## src/rtl/multicycle_ctrl_pkg.sv

```systemverilog
// Shared encodings for the multicycle MIPS sequencer: states, mux selects,
// ALU op codes, instruction classes and opcode/funct values.
package multicycle_ctrl_pkg;

    typedef enum logic [2:0] {
        ST_BOOT   = 3'd0,
        ST_FETCH  = 3'd1,
        ST_DECODE = 3'd2,
        ST_EXEC   = 3'd3,
        ST_MEM    = 3'd4,
        ST_WB     = 3'd5,
        ST_TRAP   = 3'd6
    } st_e;

    typedef enum logic [2:0] {
        CL_RTYPE, CL_IALU, CL_LW, CL_SW, CL_BEQ, CL_BNE, CL_J, CL_JAL
    } class_e;

    localparam logic [1:0] PC_SRC_PLUS4  = 2'd0;
    localparam logic [1:0] PC_SRC_BRANCH = 2'd1;
    localparam logic [1:0] PC_SRC_JUMP   = 2'd2;

    localparam logic [1:0] REG_DST_RT = 2'd0;
    localparam logic [1:0] REG_DST_RD = 2'd1;
    localparam logic [1:0] REG_DST_RA = 2'd2;

    localparam logic [1:0] WB_SRC_ALU = 2'd0;
    localparam logic [1:0] WB_SRC_MEM = 2'd1;
    localparam logic [1:0] WB_SRC_PC4 = 2'd2;

    localparam logic [1:0] ALU_SRC_REG        = 2'd0;
    localparam logic [1:0] ALU_SRC_SEXT_IMM16 = 2'd1;
    localparam logic [1:0] ALU_SRC_ZEXT_IMM16 = 2'd2;

    localparam logic [2:0] OP_ADD = 3'd0;
    localparam logic [2:0] OP_SUB = 3'd1;
    localparam logic [2:0] OP_AND = 3'd2;
    localparam logic [2:0] OP_OR  = 3'd3;
    localparam logic [2:0] OP_NOR = 3'd4;
    localparam logic [2:0] OP_SLT = 3'd5;
    localparam logic [2:0] OP_SLL = 3'd6;
    localparam logic [2:0] OP_SRL = 3'd7;

    localparam logic [5:0] OPC_RTYPE = 6'h00;
    localparam logic [5:0] OPC_J     = 6'h02;
    localparam logic [5:0] OPC_JAL   = 6'h03;
    localparam logic [5:0] OPC_BEQ   = 6'h04;
    localparam logic [5:0] OPC_BNE   = 6'h05;
    localparam logic [5:0] OPC_ADDI  = 6'h08;
    localparam logic [5:0] OPC_ANDI  = 6'h0C;
    localparam logic [5:0] OPC_ORI   = 6'h0D;
    localparam logic [5:0] OPC_LW    = 6'h23;
    localparam logic [5:0] OPC_SW    = 6'h2B;

    localparam logic [5:0] FN_SLL = 6'h00;
    localparam logic [5:0] FN_SRL = 6'h02;
    localparam logic [5:0] FN_ADD = 6'h20;
    localparam logic [5:0] FN_SUB = 6'h22;
    localparam logic [5:0] FN_AND = 6'h24;
    localparam logic [5:0] FN_OR  = 6'h25;
    localparam logic [5:0] FN_NOR = 6'h27;
    localparam logic [5:0] FN_SLT = 6'h2A;

endpackage

```

## src/rtl/multicycle_ctrl_if.sv

```systemverilog
// Control bundle between the multicycle sequencer (master) and the shared
// datapath / memory port (slave).
interface multicycle_ctrl_if;
    logic [5:0]  opcode;
    logic [5:0]  funct;
    logic        zero;
    logic        mem_ready;
    logic        mem_req;
    logic        mem_we;
    logic        mem_addr_sel;
    logic        ir_write;
    logic        pc_write;
    logic [1:0]  pc_src;
    logic        reg_write;
    logic [1:0]  reg_dst;
    logic [1:0]  wb_src;
    logic [1:0]  alu_src;
    logic [2:0]  alu_op;
    logic        halt;
    logic [2:0]  state;
    logic [31:0] retired;

    modport master (
        input  opcode, funct, zero, mem_ready,
        output mem_req, mem_we, mem_addr_sel, ir_write, pc_write, pc_src,
               reg_write, reg_dst, wb_src, alu_src, alu_op, halt, state, retired
    );

    modport slave (
        output opcode, funct, zero, mem_ready,
        input  mem_req, mem_we, mem_addr_sel, ir_write, pc_write, pc_src,
               reg_write, reg_dst, wb_src, alu_src, alu_op, halt, state, retired
    );
endinterface

```

## src/rtl/multicycle_ctrl_decode.sv

```systemverilog
// Combinational instruction classifier: opcode/funct to class, ALU controls,
// destination register select and an illegal-instruction flag.
module mc_decode
    import multicycle_ctrl_pkg::*;
(
    input  logic [5:0] i_opcode,
    input  logic [5:0] i_funct,
    output class_e     o_class,
    output logic [2:0] o_alu_op,
    output logic [1:0] o_alu_src,
    output logic [1:0] o_reg_dst,
    output logic       o_illegal
);
    always_comb begin
        o_class   = CL_RTYPE;
        o_alu_op  = OP_ADD;
        o_alu_src = ALU_SRC_REG;
        o_reg_dst = REG_DST_RT;
        o_illegal = 1'b0;
        case (i_opcode)
            OPC_RTYPE: begin
                o_reg_dst = REG_DST_RD;
                case (i_funct)
                    FN_ADD:  o_alu_op = OP_ADD;
                    FN_SUB:  o_alu_op = OP_SUB;
                    FN_AND:  o_alu_op = OP_AND;
                    FN_OR:   o_alu_op = OP_OR;
                    FN_NOR:  o_alu_op = OP_NOR;
                    FN_SLT:  o_alu_op = OP_SLT;
                    FN_SLL:  o_alu_op = OP_SLL;
                    FN_SRL:  o_alu_op = OP_SRL;
                    default: o_illegal = 1'b1;
                endcase
            end
            OPC_ADDI: begin
                o_class   = CL_IALU;
                o_alu_src = ALU_SRC_SEXT_IMM16;
            end
            OPC_ANDI: begin
                o_class   = CL_IALU;
                o_alu_src = ALU_SRC_ZEXT_IMM16;
                o_alu_op  = OP_AND;
            end
            OPC_ORI: begin
                o_class   = CL_IALU;
                o_alu_src = ALU_SRC_ZEXT_IMM16;
                o_alu_op  = OP_OR;
            end
            OPC_LW: begin
                o_class   = CL_LW;
                o_alu_src = ALU_SRC_SEXT_IMM16;
            end
            OPC_SW: begin
                o_class   = CL_SW;
                o_alu_src = ALU_SRC_SEXT_IMM16;
            end
            OPC_BEQ: begin
                o_class  = CL_BEQ;
                o_alu_op = OP_SUB;
            end
            OPC_BNE: begin
                o_class  = CL_BNE;
                o_alu_op = OP_SUB;
            end
            OPC_J:   o_class = CL_J;
            OPC_JAL: begin
                o_class   = CL_JAL;
                o_reg_dst = REG_DST_RA;
            end
            default: o_illegal = 1'b1;
        endcase
    end
endmodule

```

## src/rtl/multicycle_ctrl.sv

```systemverilog
// Multicycle sequencer: steps the shared datapath through fetch, decode,
// execute, memory and write-back, and counts retired instructions.
module multicycle_ctrl
    import multicycle_ctrl_pkg::*;
(
    input  logic               clk,
    input  logic               reset,
    multicycle_ctrl_if.master  bus
);
    st_e         r_state;
    st_e         w_state_next;
    logic [31:0] r_retired;
    logic        w_retire;
    class_e      w_class;
    logic [2:0]  w_alu_op;
    logic [1:0]  w_alu_src;
    logic [1:0]  w_reg_dst;
    logic        w_illegal;

    mc_decode u_decode (
        .i_opcode  (bus.opcode),
        .i_funct   (bus.funct),
        .o_class   (w_class),
        .o_alu_op  (w_alu_op),
        .o_alu_src (w_alu_src),
        .o_reg_dst (w_reg_dst),
        .o_illegal (w_illegal)
    );

    always_ff @(posedge clk or posedge reset) begin
        if (reset) begin
            r_state   <= ST_BOOT;
            r_retired <= '0;
        end else begin
            r_state <= w_state_next;
            if (w_retire) r_retired <= r_retired + 32'd1;
        end
    end

    // Strobes depend on state plus live mem_ready/zero, so a stalled request
    // holds mem_req high and reset drops it without waiting for an edge.
    always_comb begin
        w_state_next     = r_state;
        w_retire         = 1'b0;
        bus.mem_req      = 1'b0;
        bus.mem_we       = 1'b0;
        bus.mem_addr_sel = 1'b0;
        bus.ir_write     = 1'b0;
        bus.pc_write     = 1'b0;
        bus.pc_src       = PC_SRC_PLUS4;
        bus.reg_write    = 1'b0;
        bus.reg_dst      = REG_DST_RT;
        bus.wb_src       = WB_SRC_ALU;
        bus.alu_src      = ALU_SRC_REG;
        bus.alu_op       = OP_ADD;
        bus.halt         = 1'b0;
        case (r_state)
            ST_BOOT: w_state_next = ST_FETCH;
            ST_FETCH: begin
                bus.mem_req = 1'b1;
                if (bus.mem_ready) begin
                    bus.ir_write = 1'b1;
                    bus.pc_write = 1'b1;
                    w_state_next = ST_DECODE;
                end
            end
            ST_DECODE: begin
                if (w_illegal) begin
                    w_state_next = ST_TRAP;
                end else if (w_class == CL_J || w_class == CL_JAL) begin
                    bus.pc_write = 1'b1;
                    bus.pc_src   = PC_SRC_JUMP;
                    if (w_class == CL_JAL) begin
                        bus.reg_write = 1'b1;
                        bus.reg_dst   = w_reg_dst;
                        bus.wb_src    = WB_SRC_PC4;
                    end
                    w_retire     = 1'b1;
                    w_state_next = ST_FETCH;
                end else begin
                    w_state_next = ST_EXEC;
                end
            end
            ST_EXEC: begin
                bus.alu_src = w_alu_src;
                bus.alu_op  = w_alu_op;
                if (w_class == CL_BEQ || w_class == CL_BNE) begin
                    bus.pc_src   = PC_SRC_BRANCH;
                    bus.pc_write = (w_class == CL_BEQ) ? bus.zero : ~bus.zero;
                    w_retire     = 1'b1;
                    w_state_next = ST_FETCH;
                end else if (w_class == CL_LW || w_class == CL_SW) begin
                    w_state_next = ST_MEM;
                end else begin
                    w_state_next = ST_WB;
                end
            end
            ST_MEM: begin
                bus.mem_req      = 1'b1;
                bus.mem_addr_sel = 1'b1;
                bus.mem_we       = (w_class == CL_SW);
                if (bus.mem_ready) begin
                    w_retire     = (w_class == CL_SW);
                    w_state_next = (w_class == CL_SW) ? ST_FETCH : ST_WB;
                end
            end
            ST_WB: begin
                bus.reg_write = 1'b1;
                bus.reg_dst   = w_reg_dst;
                bus.wb_src    = (w_class == CL_LW) ? WB_SRC_MEM : WB_SRC_ALU;
                w_retire      = 1'b1;
                w_state_next  = ST_FETCH;
            end
            ST_TRAP: bus.halt = 1'b1;
            default: w_state_next = ST_BOOT;
        endcase
    end

    assign bus.state   = r_state;
    assign bus.retired = r_retired;
endmodule

```

## src/flat_wrapper.sv

```systemverilog
// flat-port wrapper written by rule: the top's interface ports become plain ports
module multicycle_ctrl_flat import multicycle_ctrl_pkg::*;
  (clk, reset, bus_opcode, bus_funct, bus_zero, bus_mem_ready, bus_mem_req, bus_mem_we, bus_mem_addr_sel, bus_ir_write, bus_pc_write, bus_pc_src, bus_reg_write, bus_reg_dst, bus_wb_src, bus_alu_src, bus_alu_op, bus_halt, bus_state, bus_retired);
  multicycle_ctrl_if bus_i ();
  input  logic clk;
  input  logic reset;
  input wire logic [$bits(bus_i.opcode)-1:0] bus_opcode;
  input wire logic [$bits(bus_i.funct)-1:0] bus_funct;
  input wire logic [$bits(bus_i.zero)-1:0] bus_zero;
  input wire logic [$bits(bus_i.mem_ready)-1:0] bus_mem_ready;
  output wire logic [$bits(bus_i.mem_req)-1:0] bus_mem_req;
  output wire logic [$bits(bus_i.mem_we)-1:0] bus_mem_we;
  output wire logic [$bits(bus_i.mem_addr_sel)-1:0] bus_mem_addr_sel;
  output wire logic [$bits(bus_i.ir_write)-1:0] bus_ir_write;
  output wire logic [$bits(bus_i.pc_write)-1:0] bus_pc_write;
  output wire logic [$bits(bus_i.pc_src)-1:0] bus_pc_src;
  output wire logic [$bits(bus_i.reg_write)-1:0] bus_reg_write;
  output wire logic [$bits(bus_i.reg_dst)-1:0] bus_reg_dst;
  output wire logic [$bits(bus_i.wb_src)-1:0] bus_wb_src;
  output wire logic [$bits(bus_i.alu_src)-1:0] bus_alu_src;
  output wire logic [$bits(bus_i.alu_op)-1:0] bus_alu_op;
  output wire logic [$bits(bus_i.halt)-1:0] bus_halt;
  output wire logic [$bits(bus_i.state)-1:0] bus_state;
  output wire logic [$bits(bus_i.retired)-1:0] bus_retired;
  assign bus_i.opcode = bus_opcode;
  assign bus_i.funct = bus_funct;
  assign bus_i.zero = bus_zero;
  assign bus_i.mem_ready = bus_mem_ready;
  assign bus_mem_req = bus_i.mem_req;
  assign bus_mem_we = bus_i.mem_we;
  assign bus_mem_addr_sel = bus_i.mem_addr_sel;
  assign bus_ir_write = bus_i.ir_write;
  assign bus_pc_write = bus_i.pc_write;
  assign bus_pc_src = bus_i.pc_src;
  assign bus_reg_write = bus_i.reg_write;
  assign bus_reg_dst = bus_i.reg_dst;
  assign bus_wb_src = bus_i.wb_src;
  assign bus_alu_src = bus_i.alu_src;
  assign bus_alu_op = bus_i.alu_op;
  assign bus_halt = bus_i.halt;
  assign bus_state = bus_i.state;
  assign bus_retired = bus_i.retired;
  multicycle_ctrl u_core (.clk(clk), .reset(reset), .bus(bus_i));
endmodule
```

## config.mk

```make
export PLATFORM = sky130hd
export DESIGN_NAME = multicycle_ctrl_flat
export DESIGN_NICKNAME = d
export VERILOG_FILES = /design/src/rtl/multicycle_ctrl_pkg.sv /design/src/rtl/multicycle_ctrl_if.sv /design/src/rtl/multicycle_ctrl_decode.sv /design/src/rtl/multicycle_ctrl.sv /design/src/flat_wrapper.sv
export SDC_FILE = /design/constraint.sdc
export NUM_CORES = 1
export LEC_CHECK = 0
export CORE_UTILIZATION = 32
export CTS_CLUSTER_SIZE = 40
export DETAILED_ROUTE_END_ITERATION = 6
export PLACE_DENSITY = 0.64
export REMOVE_ABC_BUFFERS = 1
export SYNTH_ARGS = -nofsm -noshare
export SYNTH_HDL_FRONTEND = slang
export SYNTH_SLANG_ARGS = --single-unit
```

## constraint.sdc

```tcl
create_clock -name clk -period 5.4 [get_ports clk]
set_input_delay 0.54 -clock clk [delete_from_list [all_inputs] [get_ports clk]]
set_output_delay 0.54 -clock clk [all_outputs]
set_load 0.005 [all_outputs]
```

==> results of run 1 <==
[power by group]
| part | switching (uW) | leakage [uW] | internal (uW) |
|---|---|---|---|
| Clock | 95.6 | 0.0000612 | 149 |
| Sequential | 55.3 | 0.000471 | 288 |
| Combinational | 119 | 0.000841 | 140 |
| Total | 270 | 0.00137 | 577 |
[layout by cell type (no fill, tap or decap), types with 5 or more instances in the layout]
cell type                          n
sky130_fd_sc_hd__a21oi_1           9
sky130_fd_sc_hd__and3_1            7
sky130_fd_sc_hd__clkbuf_8          6
sky130_fd_sc_hd__clkdlybuf4s50_1  68
sky130_fd_sc_hd__dfrtp_1          35
sky130_fd_sc_hd__inv_1             9
sky130_fd_sc_hd__nand2_1          18
sky130_fd_sc_hd__nand2b_1          8
sky130_fd_sc_hd__nand3_1           7
sky130_fd_sc_hd__nand4_1           7
sky130_fd_sc_hd__nor2_1           23
sky130_fd_sc_hd__nor3_1           13
sky130_fd_sc_hd__nor4_2            7
sky130_fd_sc_hd__xnor2_1           5
sky130_fd_sc_hd__xor2_1           28
[metrics by stage]
stage | hold WS [ps] | worst slack (ps) | power, uW | util (%)
after floorplan | 465 | 2930 | 462 | -
after CTS | 474 | 1690 | 855 | 46.2
after global routing | 488 | 1580 | 896 | 46.2
after detailed placement | 464 | 1700 | 608 | 44.5
after global placement | 456 | 1720 | 609 | 44.5
final | 472 | 1660 | 847 | 46.2
[registers in the layout, summed over array words and instances (netlist names)]
signal	count
u_core.bus.state	3
u_core.bus.retired	32
[layer usage]
layer | routed length, um | track usage, % | vias to the layer above
met2 | 2680 | 24.5 | 52
met4 | 40 | 3.79 | 0
met1 | 2750 | 22.4 | 1007
met5 | 0 | 0 | -
li1 | - | - | 1001
met3 | 255 | 3.14 | 4
[logic make-up after synthesis]
group	count (synthesis)	share of synthesized area (%)
AO/OA/AOI/OAI	33	11.4
XOR/XNOR	33	12.6
adder cells (fa/ha/maj)	1	0.546
buffers and inverters	18	3.72
flip-flops	35	38.3
multiplexers	1	0.492
AND/OR/NAND/NOR	117	33.0
[critical path, stage by stage]
cell	delay, ps
sky130_fd_sc_hd__clkdlybuf4s50_1	590
sky130_fd_sc_hd__or3_4	500
sky130_fd_sc_hd__or4_1	530
sky130_fd_sc_hd__or3_1	390
sky130_fd_sc_hd__a21oi_1	130
sky130_fd_sc_hd__clkdlybuf4s50_1	520
[worst max path at each step]
stage | endpoint | slack, ps | cells after the start
6_report | bus_alu_op[0] | 1660 | 6
5_1_grt | bus_alu_op[0] | 1580 | 6
4_1_cts | bus_alu_op[0] | 1690 | 6
3_5_place_dp | bus_alu_op[0] | 1700 | 6
3_3_place_gp | bus_alu_op[0] | 1720 | 6
2_1_floorplan | bus_alu_op[0] | 2930 | 4
[area by class of cell]
class / count / area [sq um]
fillers: 658 / 3700
flip-flops and latches: 35 / 876
well taps: 96 / 120
inverters: 9 / 33.8
repair buffers: 70 / 696
clock buffers: 6 / 82.6
clock inverters: 2 / 35.0
multi-input cells: 185 / 1330
==> impl_results.md, run 1 <==
* Antenna-violating nets left at 0
* EDFF count, synth at 0
* Worst Path Required at 4860 ps
* Number of failing setup endpoints in the final timing report at 0
* Per-cell via count in the routed design at 5.12
* Count of pins on the block boundary at 69
* Height of the die at 86.6 um
* Class of the most critical hold timing path: reg2reg
* Most frequent cell after synthesis: sky130_fd_sc_hd__dfrtp_1
* Critical Path Start Type: input pin
* Placeable core region at 6870 sq um
* Data arrival time at the worst-slack endpoint at 3200 ps
* Number of global-route vias before repair at 1881
* Register area share after synthesis at 38.3%
* GR Overflow Total at 0
* TritonCTS clock tree: done
* Area fraction of the dominant cell type after synthesis at 38.3%
* Library cell occupying the most area in the post-synthesis netlist: sky130_fd_sc_hd__dfrtp_1
* Sink count of the clock tree at 35
* Number of distinct library cells after synthesis at 55
* Slew Limit Headroom at 44.7%
* Total of flip-flops plus latches after synthesis at 35
* Std-Cell Rows at 30
* Cell count after synthesis at 238
* FFs w/ async S/R, synth at 100%
* Total setup buffers inserted after CTS at 0
* # placed instances at 395
* Vias at 2064
* Die area at 7500 sq um
* Worst-case vdd ir drop at 0.000127 V
* Clk slew on worst S/H paths at 70 ps
* Finished layout cell area at 3170 sq um
* Maximum number of pins on one net before global-route repair at 36
* Number of resized instances in the post-cts repair step at 0
* Result of the run: finished clean
* Estimated wirelength of the detail-placed design at 4.12 mm
* Initial cell density of the core at 33.3%
* Final critical path time including I/O delays and setup at 3740 ps
* Fraction of final layout cells sized beyond drive strength 1 at 10.4%
* Post-detailed-route wirelength per cell at 14.2 um
* Overall routing resource usage at 15.7%
* Type of the worst setup path: in2out
* Number of instances on the worst hold path at 1
* Synth warnings at 0
* Type of element capturing the critical path: primary output
* Final wirelength at 5.73 mm
* Unrepaired setup endpoints after global routing: false
* Placed instance area at 3050 sq um
* Post-synthesis instance area at 2290 sq um
* Depth of the worst register-to-register path at 5
* Worst-case hold path end point: u_core.bus.retired[31]
* Max-slew violation count at 0
* Later-pin clock latency in the skew report at 290 ps
* Slack of the worst reg-to-reg path at 2990 ps
* Startpoint of the worst-slack reg-to-reg timing path: u_core.bus.retired[0]
* Fin nets at 323
* Number of hold-slack violations in the final timing report at 0
* Max Clk Rate at 267 MHz
* Final period utilization at 69.3%
* Layout Skew at 4.82 ps
* P_leak at 0.00137 uW
* Worst hold path startpoint: u_core.bus.retired[31]
* Transition at the pin with the smallest max-transition slack at 829 ps
* Average size of a mapped cell at 9.62 sq um
* Count of H-tree levels built during CTS at 2
* Master cell of the clock root buffer: sky130_fd_sc_hd__clkbuf_8
* DR DRC count at 0
* Hold buffers post-CTS at 0
* Number of antenna violations at the first check in global routing at 0
* Wire length of the first global-routing pass at 9.27 mm
* Max-Cap Viols at 0
* P per Cell Area at 267 nW/um^2
* DRC marker count from the first detailed-route iteration at 104
* Number of buffers on the longest clock path at 2
* Gp weighted congestion at 0.899
* Summed negative setup slack over all endpoints at 0 ps
* Port Buffer Count at 68
* Number of clock buffers inserted by TritonCTS at 5
* Count of placed standard cells in the final layout, fillers left out at 403
* Horizontal die dimension at 86.6 um
* Worst setup startpoint: bus_opcode[3]
* Predominant post-synthesis flop cell: sky130_fd_sc_hd__dfrtp_1
* Area added between synthesis and finish at 38.5%
* Commonest cells in the synthesized netlist: sky130_fd_sc_hd__dfrtp_1 (35), sky130_fd_sc_hd__xor2_1 (28), sky130_fd_sc_hd__nor2_1 (23), sky130_fd_sc_hd__nand2_1 (18), sky130_fd_sc_hd__nor3_1 (13)
* Reg-to-Reg End: u_core.bus.retired[30]
* Final antenna diode count at 0
* Highest net fanout along the worst path at 10
* First drt pass iteration count at 4
* Top area cells in the synthesized netlist: sky130_fd_sc_hd__dfrtp_1 (38%), sky130_fd_sc_hd__xor2_1 (11%), sky130_fd_sc_hd__nor4_2 (3.8%)
(Power assumes the default switching activity.)
==> run 2, diff against run 1 <==
==> constraint.sdc (replaced) <==
create_clock -name clk -period 3.8 [get_ports clk]
set_input_delay 0.38 -clock clk [delete_from_list [all_inputs] [get_ports clk]]
set_output_delay 0.38 -clock clk [all_outputs]
set_load 0.005 [all_outputs]
==> run 2 against run 1 <==
Compared with the run above: hold slack got worse by 8.4 ps; largest power group unchanged; clock power rose by 18%; register-to-register slack got worse by 1600 ps; non-clock buffer count rose by 2; clock skew fell by 0.55 ps; critical endpoint unchanged.
==> impl_results.md, run 2 (synthesis gave the netlist of run 1 again) <==
* Result of the run: finished clean
* Area added between synthesis and finish at 38.4% (about the same)
* Antenna-violating nets left at 0 (unchanged)
* Highest net fanout along the worst path at 7 (-3)
* Finished layout cell area at 3170 sq um (about the same)
* Summed negative setup slack over all endpoints at 0 ps (unchanged)
* Class of the most critical hold timing path: reg2reg
* Hold buffers post-CTS at 0 (unchanged)
* Max Clk Rate at 307 MHz
* Clk slew on worst S/H paths at 60 ps (about the same)
* CP Cell Sequence: clkdlybuf4s50_1, or3_4, or4_1, or3_1, a21oi_1, clkdlybuf4s50_1
* Unrepaired setup endpoints after global routing: false
* Slew Limit Headroom at 44.0% (-0.78 points)
* Total setup buffers inserted after CTS at 0 (unchanged)
* First drt pass iteration count at 4 (unchanged)
* Later-pin clock latency in the skew report at 280 ps (about the same)
* Number of failing setup endpoints in the final timing report at 0 (unchanged)
* Logic gate share of total power at 32.1% (+1.5 points)
* Placeable core region at 6870 sq um (unchanged)
* Placed instance area at 3070 sq um (+0.49%)
* Most frequent standard cell in the layout excluding fill and tap cells: sky130_fd_sc_hd__clkdlybuf4s50_1
* Worst setup slack after layout at 539 ps (-1120 ps)
* Reg-to-Reg End: u_core.bus.retired[19]
* Depth of the worst register-to-register path at 5 (unchanged)
* Horizontal die dimension at 86.6 um (unchanged)
* Number of clock buffers inserted by TritonCTS at 5 (unchanged)
* CP bufs+invs at 2 (unchanged)
* Startpoint of the worst-slack reg-to-reg timing path: u_core.bus.state[0]
* Fraction of the core area covered by cells at the end of the flow at 46.1% (about the same)
* Vias at 2058 (-0.29%)
* Fin nets at 325 (+0.62%)
* Transition at the pin with the smallest max-transition slack at 841 ps (+11.7 ps)
* Worst-case hold slack at 464 ps (-8.40 ps)
* Max-Cap Viols at 0 (unchanged)
* TritonCTS clock tree: done
* Data arrival time at the worst-slack endpoint at 2880 ps (-320 ps)
* Total net switching power at 374 uW (+39%)
* Switching share of total power at 32.6% (+0.69 points)
* Count of pins on the block boundary at 69 (unchanged)
* Type of element capturing the critical path: primary output
* Largest register FFs at 32 (unchanged)
* Die area at 7500 sq um (unchanged)
* Critical Path Start Type: input pin
* Estimated wirelength of the detail-placed design at 4.35 mm (+5.6%)
* Std-Cell Rows at 30 (unchanged)
* Final period utilization at 85.8%
* Crit path max-delay family: simple AND/OR/NAND/NOR gates
* Master cell of the clock root buffer: sky130_fd_sc_hd__clkbuf_8
* Port Buffer Count at 68 (unchanged)
* Design internal power at 774 uW (+34%)
* Number of global-route vias before repair at 2012 (+7.0%)
* Cell with the largest stage delay on the worst path: sky130_fd_sc_hd__or4_1
* Initial cell density of the core at 33.3% (unchanged)
* Maximum number of pins on one net before global-route repair at 22 (-39%)
* Slowest Stage Delay on Critical Path at 530 ps (-60 ps)
* Fraction of final layout cells sized beyond drive strength 1 at 10.7% (+0.26 points)
* GR Overflow Total at 0 (unchanged)
* Worst-case hold path end point: u_core.bus.retired[31]
* Per-cell via count in the routed design at 5.08 (-0.78%)
* Worst-case vdd ir drop at 0.000139 V (+9.1%)
* Power share of the sequential group at 42.6% (+2.1 points)
* Number of antenna violations at the first check in global routing at 0 (unchanged)
* Final critical path time including I/O delays and setup at 3260 ps
* Clock share of power at 25.3% (-3.6 points)
* DR DRC count at 0 (unchanged)
* Worst hold path startpoint: u_core.bus.retired[31]
* Type of the worst setup path: in2out
* Overall routing resource usage at 16.4% (+0.66 points)
* Wire length of the first global-routing pass at 9.69 mm (+4.5%)
* Sink count of the clock tree at 35 (unchanged)
* Pre-CTS worst setup slack at 550 ps (-1150 ps)
* Number of instances on the worst hold path at 1 (unchanged)
* Gp weighted congestion at 0.886 (-1.4%)
* Reg area at 876 sq um (unchanged)
* P per Cell Area at 362 nW/um^2 (+36%)
* Final wirelength at 5.82 mm (+1.4%)
* Worst Path Required at 3420 ps (-1440 ps)
* Total of fill cells in the finished design at 670 (+1.8%)
* Number of hold-slack violations in the final timing report at 0 (unchanged)
* Height of the die at 86.6 um (unchanged)
* Max-slew violation count at 0 (unchanged)
* Number of buffers on the longest clock path at 2 (unchanged)
* Commonest cells after routing, fill and taps aside: sky130_fd_sc_hd__clkdlybuf4s50_1 (68), sky130_fd_sc_hd__dfrtp_1 (35), sky130_fd_sc_hd__xor2_1 (28)
* Cell repeated most along the worst path: sky130_fd_sc_hd__clkdlybuf4s50_1
* Slack of the worst reg-to-reg path at 1360 ps (-1630 ps)
* Count of H-tree levels built during CTS at 2 (unchanged)
* Post-detailed-route wirelength per cell at 14.4 um (+0.95%)
* DRC marker count from the first detailed-route iteration at 63 (-39%)
* P_leak at 0.00137 uW (about the same)
* Multi-input combinational cell area at 1330 sq um (unchanged)
* Layout Skew at 4.28 ps (-0.549 ps)
* Number of resized instances in the post-cts repair step at 0 (unchanged)
* Final antenna diode count at 0 (unchanged)
==> run 2: cell count changes in the layout (fill, tap and decap cells not counted) <==
cell and change:
sky130_fd_sc_hd__clkinv_2 -1, sky130_fd_sc_hd__buf_4 +2, sky130_fd_sc_hd__clkbuf_1 +1, sky130_fd_sc_hd__bufinv_16 -1, sky130_fd_sc_hd__clkbuf_8 +1
==> run 2: metrics by stage <==
step,instances,total power [uW]
6_report,405,1150
5_1_grt,405,1220
2_1_floorplan,229,657
3_3_place_gp,397,867
4_1_cts,405,1160
3_5_place_dp,397,865
==> run 2: area by class of cell <==
type | count | area share (%)
inverter | 9 | 1.07
multi-input combinational | 185 | 41.9
clock buffer | 8 | 3.16
sequential | 35 | 27.6
timing repair buffer | 72 | 22.4
tap | 96 | 3.79
==> run 2: power by group through the flow <==
stage | Sequential [uW] | Clock [uW] | Combinational (uW)
finish | 489 | 290 | 368
global route | 499 | 316 | 407
detailed placement | 497 | 0 | 368
CTS | 490 | 299 | 370
floorplan | 478 | 0 | 179
global placement | 497 | 0 | 370
==> run 2: layer usage <==
layer  track usage (%)  vias up  routed length [um]
met1              23.1      993                2760
met5                 0        -                   0
met4              4.70        0                  97
met2              25.9       46                2780
li1                  -     1011                   -
met3              2.67        8                 175
==> run 2: worst register-to-register path, delay by kind of cell (launching register included) <==
kind / cells / cell delay, ps
DFF: 1 / 560
AOI/OAI and AO/OA: 2 / 740
xor gates and xnor gates: 1 / 190
and+or+nand+nor: 2 / 870
==> run 2: how the worst max path moves through the flow <==
| stage | from | endpoint | slack (ps) | depth (start not counted) |
|---|---|---|---|---|
| after floorplan | u_core.bus.state[0] | u_core.bus.retired[12] | 1590 | 5 |
| after global placement | bus_opcode[4] | bus_alu_op[0] | 590 | 6 |
| after detailed placement | bus_opcode[4] | bus_alu_op[0] | 550 | 6 |
| after CTS | bus_opcode[4] | bus_alu_op[0] | 550 | 6 |
| after global routing | bus_opcode[4] | bus_alu_op[0] | 450 | 6 |
| final | bus_opcode[4] | bus_alu_op[0] | 540 | 6 |
==> run 3, diff against run 2 <==
==> constraint.sdc (replaced) <==
create_clock -name clk -period 3.55 [get_ports clk]
set_input_delay 0.355 -clock clk [delete_from_list [all_inputs] [get_ports clk]]
set_output_delay 0.355 -clock clk [all_outputs]
set_load 0.005 [all_outputs]
==> run 3 against run 2 <==
Compared with the run above: critical path depth unchanged; utilization unchanged; count of clock-buffer cells in the layout unchanged; final area unchanged; routed wire length decreased by 1.8%; sequential cell count unchanged; sequential share of layout area unchanged; non-clock buffer count unchanged; register-to-register slack got worse by 280 ps; combinational power increased by 6.5%.
==> impl_results.md, run 3 (synthesis gave the netlist of run 1 again) <==
* Worst-case vdd ir drop at 0.000187 V (+35%)
* TritonCTS clock tree: done
* GR Overflow Total at 0 (unchanged)
* Number of resized instances in the post-cts repair step at 0 (unchanged)
* Per-cell via count in the routed design at 5.06 (-0.34%)
* Number of failing setup endpoints in the final timing report at 0 (unchanged)
* Number of hold-slack violations in the final timing report at 0 (unchanged)
* Antenna-violating nets left at 0 (unchanged)
* Fin nets at 325 (unchanged)
* Clock share of power at 25.6% (+0.3 points)
* Vias at 2051 (-0.34%)
* Highest net fanout along the worst path at 7 (unchanged)
* Die area at 7500 sq um (unchanged)
* Number of global-route vias before repair at 1870 (-7.1%)
* Sink count of the clock tree at 35 (unchanged)
* Later-pin clock latency in the skew report at 280 ps (about the same)
* Horizontal die dimension at 86.6 um (unchanged)
* Number of antenna violations at the first check in global routing at 0 (unchanged)
* Power share of the sequential group at 42.6% (about the same)
* Depth of the worst register-to-register path at 6 (+1)
* Class of the most critical hold timing path: reg2reg
* Unrepaired setup endpoints after global routing: false
* Type of the worst setup path: in2out
* Summed negative setup slack over all endpoints at 0 ps (unchanged)
* Area added between synthesis and finish at 38.4% (unchanged)
* Count of H-tree levels built during CTS at 2 (unchanged)
* Total net switching power at 405 uW (+8.3%)
* Worst setup slack after layout at 331 ps (-208 ps)
* Critical Path Start Type: input pin
* Transition at the pin with the smallest max-transition slack at 866 ps (+25.2 ps)
* P per Cell Area at 389 nW/um^2 (+7.5%)
* Layout Skew at 8.41 ps (+4.13 ps)
* Overall routing resource usage at 15.4% (-0.96 points)
* Final period utilization at 90.7%
* Placed instance area at 3070 sq um (unchanged)
* Worst Path Required at 3190 ps (-230 ps)
* Type of element capturing the critical path: primary output
* Data arrival time at the worst-slack endpoint at 2860 ps (-20 ps)
* Estimated wirelength of the detail-placed design at 4.20 mm (-3.5%)
* Hold buffers post-CTS at 0 (unchanged)
* Worst-case hold path end point: u_core.bus.retired[31]
* Design internal power at 828 uW (+7.1%)
* Slew Limit Headroom at 42.3% (-1.7 points)
* Fraction of final layout cells sized beyond drive strength 1 at 10.7% (unchanged)
* Post-detailed-route wirelength per cell at 14.1 um (-1.8%)
* Master cell of the clock root buffer: sky130_fd_sc_hd__clkbuf_8
* Clk slew on worst S/H paths at 70 ps (about the same)
* Largest register FFs at 32 (unchanged)
* Port Buffer Count at 68 (unchanged)
* Final antenna diode count at 0 (unchanged)
* Most frequent standard cell in the layout excluding fill and tap cells: sky130_fd_sc_hd__clkdlybuf4s50_1
* Wire length of the first global-routing pass at 9.20 mm (-5.1%)
* Max Clk Rate at 311 MHz
* Count of placed standard cells in the final layout, fillers left out at 405 (unchanged)
* P_leak at 0.00137 uW (unchanged)
* Result of the run: finished clean
* Std-Cell Rows at 30 (unchanged)
* Worst hold path startpoint: u_core.bus.retired[31]
* # placed instances at 397 (unchanged)
* Final wirelength at 5.71 mm (-1.8%)
* Total of fill cells in the finished design at 664 (-0.90%)
* Logic gate share of total power at 31.8% (-0.3 points)
* Finished layout cell area at 3170 sq um (unchanged)
* Count of pins on the block boundary at 69 (unchanged)
* Number of clock buffers inserted by TritonCTS at 5 (unchanged)
* Max-Cap Viols at 0 (unchanged)
* DRC marker count from the first detailed-route iteration at 73 (+16%)
* Pre-CTS worst setup slack at 355 ps (-195 ps)
* Reg-to-Reg End: u_core.bus.retired[26]
* First drt pass iteration count at 4 (unchanged)
* Final critical path time including I/O delays and setup at 3220 ps
* Height of the die at 86.6 um (unchanged)
* Maximum number of pins on one net before global-route repair at 36 (+64%)
* Number of instances on the worst hold path at 1 (unchanged)
* Switching share of total power at 32.8% (+0.25 points)
* Total setup buffers inserted after CTS at 0 (unchanged)
* Slack of the worst reg-to-reg path at 1080 ps (-280 ps)
* Number of buffers on the longest clock path at 2 (unchanged)
* DR DRC count at 0 (unchanged)
* Gp weighted congestion at 0.891 (+0.52%)
* Startpoint of the worst-slack reg-to-reg timing path: u_core.bus.state[0]
* Initial cell density of the core at 33.3% (unchanged)
* Max-slew violation count at 0 (unchanged)
* Placeable core region at 6870 sq um (unchanged)
* Commonest cells after routing, fill and taps aside: sky130_fd_sc_hd__clkdlybuf4s50_1 (68), sky130_fd_sc_hd__dfrtp_1 (35), sky130_fd_sc_hd__xor2_1 (28)
[run 3: cell counts in the layout (fill, tap and decap cells not counted)]
Identical to the previous run, type by type.
[run 3: worst max-delay path by stage]
stage / start / to / cells after the start
after detailed placement: bus_opcode[4] / bus_alu_op[0] / 6
after global placement: bus_opcode[4] / bus_alu_op[0] / 6
after floorplan: u_core.bus.state[0] / u_core.bus.retired[12] / 5
after CTS: bus_opcode[4] / bus_alu_op[0] / 6
final: bus_opcode[4] / bus_alu_op[0] / 6
after global routing: bus_opcode[4] / bus_alu_op[0] / 6
[run 3: stage by stage]
step | hold WS (ps) | util [%] | total power (uW)
3_3_place_gp | 456 | 44.7 | 930
6_report | 471 | 46.1 | 1230
4_1_cts | 471 | 46.1 | 1240
3_5_place_dp | 461 | 44.7 | 928
2_1_floorplan | 465 | - | 703
5_1_grt | 492 | 46.1 | 1310
[run 3: layer usage]
| metal | vias up | share of wire [%] | GRT usage [%] |
|---|---|---|---|
| li1 | 1007 | - | - |
| met1 | 992 | 49 | 22.7 |
| met2 | 46 | 46 | 23.5 |
| met3 | 6 | 3.3 | 2.38 |
| met4 | 0 | 1.7 | 4.09 |
| met5 | - | 0 | 0 |
[run 3: power by group through the flow]
stage	Sequential, uW	Combinational, uW	Clock [uW]
floorplan	512	191	0
global placement	532	397	0
detailed placement	533	394	0
CTS	526	396	322
global route	535	432	342
finish	525	392	316
[run 3: worst max-delay path, stage by stage]
cell and delay [ps]:
sky130_fd_sc_hd__clkdlybuf4s50_1 520, sky130_fd_sc_hd__or3_4 420, sky130_fd_sc_hd__or4_1 530, sky130_fd_sc_hd__or3_1 390, sky130_fd_sc_hd__a21oi_1 130, sky130_fd_sc_hd__clkdlybuf4s50_1 520
[run 3: layout make-up]
class / count / area (sq um) / area share (%)
Tap cell: 96 / 120 / 3.79
Clock buffer: 8 / 100 / 3.16
Sequential cell: 35 / 876 / 27.6
Multi-Input combinational cell: 185 / 1330 / 41.9
Timing Repair Buffer: 72 / 711 / 22.4
Inverter: 9 / 33.8 / 1.07
